File: src/rtl/booth4_serial_acc_if.sv
// rtl/booth4_serial_acc_if.sv - handshake and operand bundle for the serial Booth accumulator
interface booth4_serial_acc_if #(
  parameter int WIDTH = 8
);
  logic                 start;
  logic [WIDTH-1:0]     y;
  logic [WIDTH-1:0]     x_pos;
  logic [WIDTH-1:0]     x_neg;
  logic [WIDTH:0]       x_dbl;
  logic                 busy;
  logic                 done;
  logic [2*WIDTH-1:0]   product;

  modport master (
    output start, y, x_pos, x_neg, x_dbl,
    input  busy, done, product
  );

  modport slave (
    input  start, y, x_pos, x_neg, x_dbl,
    output busy, done, product
  );
endinterface

File: src/rtl/booth4_serial_acc.sv
// rtl/booth4_serial_acc.sv - radix-4 Booth serial multiply-accumulate over registered x candidates
module booth4_serial_acc #(
  parameter int WIDTH = 8
) (
  input  logic              clk,
  input  logic              rst,
  booth4_serial_acc_if.slave bus
);
  localparam int AW   = 2*WIDTH + 2;
  localparam int HALF = WIDTH/2;
  localparam int IW   = (HALF > 1) ? $clog2(HALF) : 1;

  typedef enum logic [1:0] {IDLE, LOAD, RUN, DONE} state_t;

  state_t              state;
  state_t              state_next;
  logic                busy;
  logic                done;
  logic                last;
  logic [WIDTH:0]      ybits;     // multiplier with the implicit y[-1]=0 appended at bit 0
  logic [WIDTH-1:0]    xp;
  logic [WIDTH-1:0]    xn;
  logic [WIDTH:0]      xd;
  logic [AW-1:0]       acc;
  logic [AW-1:0]       term;
  logic [AW-1:0]       acc_sum;
  logic [IW-1:0]       idx;
  logic [2*WIDTH-1:0]  prod;

  assign last        = (idx == IW'(HALF-1));
  assign bus.busy    = busy;
  assign bus.done    = done;
  assign bus.product = prod;

  // State register
  always_ff @(posedge clk or posedge rst) begin
    if (rst) state <= IDLE;
    else     state <= state_next;
  end

  // Next-state and status outputs; start is only honoured in IDLE
  always_comb begin
    state_next = state;
    busy       = 1'b0;
    done       = 1'b0;
    case (state)
      IDLE: if (bus.start) state_next = LOAD;
      LOAD: begin
        busy       = 1'b1;
        state_next = RUN;
      end
      RUN: begin
        busy = 1'b1;
        if (last) state_next = DONE;
      end
      DONE: begin
        done       = 1'b1;
        state_next = IDLE;
      end
      default: state_next = IDLE;
    endcase
  end

  // Booth digit select from the low triplet; negatives use ~x plus a carry-in of one
  always_comb begin
    term = '0;
    case (ybits[2:0])
      3'b001, 3'b010: term = {{(AW-WIDTH){xp[WIDTH-1]}}, xp};
      3'b011:         term = {{(AW-WIDTH-1){xd[WIDTH]}}, xd};
      3'b100:         term = {{(AW-WIDTH-1){xn[WIDTH-1]}}, xn, 1'b1} + AW'(1);
      3'b101, 3'b110: term = {{(AW-WIDTH){xn[WIDTH-1]}}, xn} + AW'(1);
      default:        term = '0;
    endcase
    acc_sum = acc + (term << {idx, 1'b0});
  end

  // Operand capture, accumulation and result register; product is written on the
  // final digit edge so it is already valid in the cycle done is high
  always_ff @(posedge clk or posedge rst) begin
    if (rst) begin
      ybits <= '0;
      xp    <= '0;
      xn    <= '0;
      xd    <= '0;
      acc   <= '0;
      idx   <= '0;
      prod  <= '0;
    end else begin
      case (state)
        IDLE: begin
          if (bus.start) ybits <= {bus.y, 1'b0};
        end
        LOAD: begin
          xp  <= bus.x_pos;
          xn  <= bus.x_neg;
          xd  <= bus.x_dbl;
          acc <= '0;
          idx <= '0;
        end
        RUN: begin
          acc   <= acc_sum;
          idx   <= idx + IW'(1);
          ybits <= {{2{ybits[WIDTH]}}, ybits[WIDTH:2]};
          if (last) prod <= acc_sum[2*WIDTH-1:0];
        end
        default: ;
      endcase
    end
  end
endmodule
File: src/flat_wrapper.sv
// flat-port wrapper written by rule: the top's interface ports become plain ports
module booth4_serial_acc_flat 
#(
  parameter int WIDTH = 8
)
  (clk, rst, bus_start, bus_y, bus_x_pos, bus_x_neg, bus_x_dbl, bus_busy, bus_done, bus_product);
  booth4_serial_acc_if #(.WIDTH(WIDTH)) bus_i ();
  input  logic clk;
  input  logic rst;
  input wire logic [$bits(bus_i.start)-1:0] bus_start;
  input wire logic [$bits(bus_i.y)-1:0] bus_y;
  input wire logic [$bits(bus_i.x_pos)-1:0] bus_x_pos;
  input wire logic [$bits(bus_i.x_neg)-1:0] bus_x_neg;
  input wire logic [$bits(bus_i.x_dbl)-1:0] bus_x_dbl;
  output wire logic [$bits(bus_i.busy)-1:0] bus_busy;
  output wire logic [$bits(bus_i.done)-1:0] bus_done;
  output wire logic [$bits(bus_i.product)-1:0] bus_product;
  assign bus_i.start = bus_start;
  assign bus_i.y = bus_y;
  assign bus_i.x_pos = bus_x_pos;
  assign bus_i.x_neg = bus_x_neg;
  assign bus_i.x_dbl = bus_x_dbl;
  assign bus_busy = bus_i.busy;
  assign bus_done = bus_i.done;
  assign bus_product = bus_i.product;
  booth4_serial_acc #(.WIDTH(WIDTH)) u_core (.clk(clk), .rst(rst), .bus(bus_i));
endmodule
File: config.mk
export PLATFORM = sky130hd
export DESIGN_NAME = booth4_serial_acc_flat
export DESIGN_NICKNAME = d
export VERILOG_FILES = /design/src/rtl/booth4_serial_acc_if.sv /design/src/rtl/booth4_serial_acc.sv /design/src/flat_wrapper.sv
export SDC_FILE = /design/constraint.sdc
export NUM_CORES = 1
export LEC_CHECK = 0
export ABC_AREA = 0
export CORE_ASPECT_RATIO = 1.25
export CORE_MARGIN = 2
export CORE_UTILIZATION = 45
export CTS_CLUSTER_DIAMETER = 150
export DETAILED_ROUTE_END_ITERATION = 8
export PLACE_DENSITY = 0.7
export RECOVER_POWER = 50
export SYNTH_ARGS = -nofsm -noshare
export SYNTH_HDL_FRONTEND = slang
export SYNTH_SLANG_ARGS = --single-unit
File: constraint.sdc
create_clock -name clk -period 9.48 [get_ports clk]
set_input_delay 0.948 -clock clk [delete_from_list [all_inputs] [get_ports clk]]
set_output_delay 0.948 -clock clk [all_outputs]
set_load 0.02 [all_outputs]
* Yosys cells after proc, flatten, opt, wreduce, memory -nomap -nowiden
Cells that the tools add are included.
** Storage, ports and cells
- Register bits :: 72
- Logic and storage cells :: 47
- Output and inout bits :: 18
** Cells by class
- Bitwise operators :: 1
- Add/sub/neg operators :: 4
- Equality and inequality tests :: 12
- Reductions and logical operators :: 10
- Muxes and demuxes :: 10
- Shift operators :: 1
** Operators by type and width (count)
- case mux 18 bit (4 select lines) :: 1
- case mux 18 bit (2 select lines) :: 1
- adder 18 bit :: 1
- case mux 9 bit (2 select lines) :: 1
- left shift 18 x 3 -> 18 bit :: 1
- adder 9 x 2 -> 10 bit, second input constant :: 1
- adder 8 x 2 -> 9 bit, second input constant :: 1
- equality test 3 bit, second input constant :: 3
- two-way mux 9 bit :: 1
- case mux 2 bit (4 select lines) :: 1
- equality test 2 bit, second input constant :: 3
- equality test 3 x 2 -> 1 bit, second input constant :: 2
- AND reduction 2 bit :: 3
- OR reduction 2 bit :: 3
- two-way mux 2 bit :: 2
- case mux 2 bit (2 select lines) :: 1
- nonzero test 2 bit :: 2
- equality test 3 x 1 -> 1 bit, second input constant :: 1
- AND reduction 3 bit :: 1
- adder 2 x 1 -> 2 bit, second input constant :: 1
- equality test 2 x 1 -> 1 bit, second input constant :: 1
- zero test 2 bit :: 1
- two-way mux 1 bit :: 2
- != test 2 x 1 -> 1 bit, second input constant :: 1
- 2 further kinds :: 2

* Logic depth before layout (Yosys ltp)
- Depth after elaboration :: 6
- Gate-level depth with buffers :: 15
- Mapped depth without buffers :: 14

* Least setup slack after synthesis
No wires, ideal clock.
- Path type :: register -> register
- Start :: register u_core.xn[0]
- End :: register u_core.acc[12]
- Setup time :: 134 ps
- Clock period less this slack :: 3212 ps
- Stages on the path, launching flop included :: 15
- Path buffers :: 0
- Data required time :: 9346 ps
- Arrival :: 3078 ps
- Setup slack :: 6268 ps
- Cells stage by stage :: dfrtp_1 -> ha_1 -> xor2_1 -> a221o_1 -> a31oi_1 -> or3_1 -> o31a_1 -> a22oi_2 -> ha_1 -> and3_1 -> and2_1 -> a2111oi_0 -> nor3_1 -> xnor2_1 -> o22ai_1
** Between the ends
- Word-level cells in the longest chain between the ends :: 5
- Elaborated cells on any way between the ends :: 6
** Ends and longest elaborated chain
- from (decl) :: line booth4_serial_acc.sv:22 : logic [WIDTH-1:0] xn;
- from (signal assigned) :: line booth4_serial_acc.sv:95 : xn <= bus.x_neg;
- adder 9 x 2 -> 10 bit / adder 8 x 2 -> 9 bit (equally long branches) :: line booth4_serial_acc.sv:70, booth4_serial_acc.sv:71
- case mux 18 bit (4 select lines) * :: line booth4_serial_acc.sv:67 : case (ybits[2:0])
- left shift 18 x 3 -> 18 bit * :: line booth4_serial_acc.sv:74 : acc_sum = acc + (term << {idx, 1'b0});
- adder 18 bit * :: line booth4_serial_acc.sv:74
- case mux 18 bit (2 select lines) * :: line booth4_serial_acc.sv:89 : case (state)
- to (signal assigned) :: line booth4_serial_acc.sv:101 : acc <= acc_sum;
- to (decl) :: line booth4_serial_acc.sv:24 : logic [AW-1:0] acc;
Every way passes the cells marked *; elsewhere a longest branch is shown, timed or not.
A chain may end at the register's enable or synchronous reset.

==> results_dict.tcl <==
set metrics [dict create \
    synth_ff_type "dfrtp_1" \
    synth_seq_cells 70 \
    cts_buffer_depth 2 \
    avgViaCountPerCell 5.633 \
    antenna_cells 0 \
    critPathKind "input pin to async pin" \
    fmax_ghz 0.2230 \
    syn_nets 515 \
    seq_area_frac_synth_pct 40.39 \
    top_usage_layer "met2" \
    synth_area_per_cell_um2 9.510 \
    rows 40 \
    final_nets 560 \
    synth_edf_count 0 \
    slowest_delay_ns 2.53 \
    ios 54 \
    hold_violations 0 \
    via_count 3549 \
    die_w_um 91.81 \
    first_pass_iters 4 \
    gp_congestion 0.8897 \
    cts_buffers 9 \
    vdd_drop_max_mv 0.1529 \
    grt_pass1_wl_mm 17.16 \
    multi_input_area_um2 2382 \
    setup_tns_ns 0 \
    ys_warn_count 0 \
    h-tree-depth 3 \
    p_per_area_nw_per_um2 387.7 \
    endpoint_kind "async pin" \
    grt_pass1_vias 3614 \
    fin_skew_ns 0.006431 \
    cap_violations 1 \
    clk_latency_ns 0.33 \
    wl_per_cell_um 15.72 \
    wl_mm 9.904 \
    r2r_start "u_core.ybits[2]" \
    detail-route-antenna-nets 0 \
    use_met2_pct 37.60 \
    dpl_cell_area_um2 4931 \
    cts_tree "built" \
    fin_util_pct 54.51 \
    track_usage_pct 20.65 \
    route.detailed.drc 0 \
    crit_required_ns 9.09 \
    relSlewSlack_pct -140.8 \
    synth_top_area_share_pct 40.39 \
    final-max-slew-violation-count 71 \
    antenna_found_initial 0 \
    die_h_um 113.8 \
    dieArea_um2 10440 \
    crit_buf_inv 3 \
    ys_types 61 \
    hold_start "u_core.bus.product[11]" \
    met1_usage_pct 23.85 \
    grt_setup_unrepaired "false" \
    p_total_mw 2.009 \
    startpoint_type "input pin" \
    drive_gt1_share_pct 10.91 \
    drt_iter0_drc 163 \
    cts-resized-gates 0 \
    worstMarginPinSlew_ns 3.613 \
    ys_async_sr_fraction_pct 100.0 \
    portBuffers 53 \
    ff_latch_area_um2 1752 \
    fin_crit_ns 4.484 \
    ctsHoldBuffers 0 \
    synth_cells 456 \
    clkTransAtPathRegs_ns 0.05 \
    path_cells "dlygate4sd3_1 -> clkinv_1 -> clkbuf_1" \
    met3_usage_pct 4.227 \
    cts_setup_buffers 0 \
    cts-root-buf "clkbuf_16" \
    synthTopCellsByArea "dfrtp_1 (40%), mux2_2 (7.5%), ha_1 (6.3%)" \
    startpoint "rst" \
    critical_path.max_fanout 70 \
    leakage_nw 2.200 \
    most-common-layout-cells "dfrtp_1 (70), clkdlybuf4s50_1 (51), nand2_1 (42)" \
    arrival_ns 4.10 \
    dp_hpwl_mm 7.376 \
    synth_top_cell_by_area "dfrtp_1" \
    core_um2 9509 \
    slowest_stage "clkbuf_1" \
    cp_top_family "buffers and inverters" \
    min_period_over_period_pct 47.30 \
    netlist_area_um2 4337 \
    final_common_cell "dfrtp_1" \
    syn_to_final_growth_pct 19.53 \
    setup_viol 0 \
    overflow 0 \
    clkSinkCount 70 \
    hold_class "flip-flop to flip-flop" \
    initial_core_util_pct 45.61 \
    status "complete, but fails checks" \
    nFillCells 896 \
    grt_max_degree 71 \
    violations "max-capacitance violations, max-slew violations" \
    design_area_um2 5184 \
]
-- state kept, by name, indices dropped and copies added, names as in the netlist --
name,count
u_core.xd,9
u_core.bus.product,16
u_core.acc,16
u_core.xp,8
u_core.xn,8
u_core.ybits,9
u_core.state,2
u_core.idx,2
-- worst paths after layout --
check / depth (start not counted) / endpoint / slack [ns]
max: 3 / u_core.bus.product[11] / 5.00
min: 2 / u_core.bus.product[11] / 0.47
max reg2reg: 13 / u_core.acc[13] / 5.38
min reg2reg: 2 / u_core.bus.product[11] / 0.47
max in group clk: 13 / u_core.acc[13] / 5.38
min in group asynchronous: 3 / u_core.ybits[6] / 2.46
-- worst register-to-register path: stages, from the launching register on --
cell     delay (ns)
dfrtp_1        0.92
nor2b_1        0.38
a221o_1        0.20
a31oi_1        0.06
or3_1          0.40
o31a_1         0.14
o22ai_1        0.20
ha_1           0.30
o21a_1         0.22
or2_1          0.23
a41oi_1        0.35
o21ai_0        0.19
xnor2_1        0.24
o22ai_1        0.12
-- layer usage --
metal,vias up,wire [um]
met2,74,5258
met4,0,201
met5,-,0
met3,16,351
li1,1747,-
met1,1712,4092
-- cell usage after synthesis (3+ instances only) --
cell / instances
dfrtp_1: 70
nand2_1: 42
nor2_1: 36
o21ai_0: 33
mux2_2: 29
inv_1: 25
o22ai_1: 24
ha_1: 22
a21oi_1: 15
clkbuf_1: 12
nor3_1: 12
xnor2_1: 11
nand3_1: 9
a21o_1: 8
a31oi_1: 8
mux2i_1: 8
buf_4: 7
xor2_1: 7
o21a_1: 5
nand2b_1: 4
o21ai_1: 4
a211oi_1: 3
a221oi_1: 3
and2_1: 3
o31a_1: 3
or2_1: 3
-- stage by stage --
step	cells	hold WS [ns]	setup slack, ns
after floorplan	456	0.4487	6.268
after global placement	616	0.4619	5.443
after detailed placement	616	0.4700	5.436
after CTS	630	0.4820	5.402
after global routing	630	0.5125	4.107
final	630	0.4738	4.996
-- layout make-up --
type | count | area share, %
clock buffers | 12 | 4.755
clock inverters | 2 | 0.1931
inverters | 27 | 1.955
multi-input cells | 339 | 45.96
flip-flops and latches | 70 | 33.79
well taps | 126 | 3.041
repair buffers | 54 | 10.31
-- cell families (layout without fill, tap and decap cells) --
logic type	after synthesis	after routing	synth area share, %
AO/OA/AOI/OAI	138	138	21.55
adder cells (fa/ha/maj)	23	23	6.809
flip-flops	70	70	40.39
buffers and inverters	47	95	4.674
AND/OR/NAND/NOR	121	121	12.67
XOR/XNOR	20	20	4.530
multiplexers	37	37	9.377
-- where the power goes --
group	total (mW)	switching [mW]	internal, mW
Combinational	1.18	0.664	0.512
Sequential	0.536	0.128	0.408
Clock	0.297	0.117	0.180
Total	2.01	0.909	1.10
Note: power is estimated with default switching activity, not from simulation.
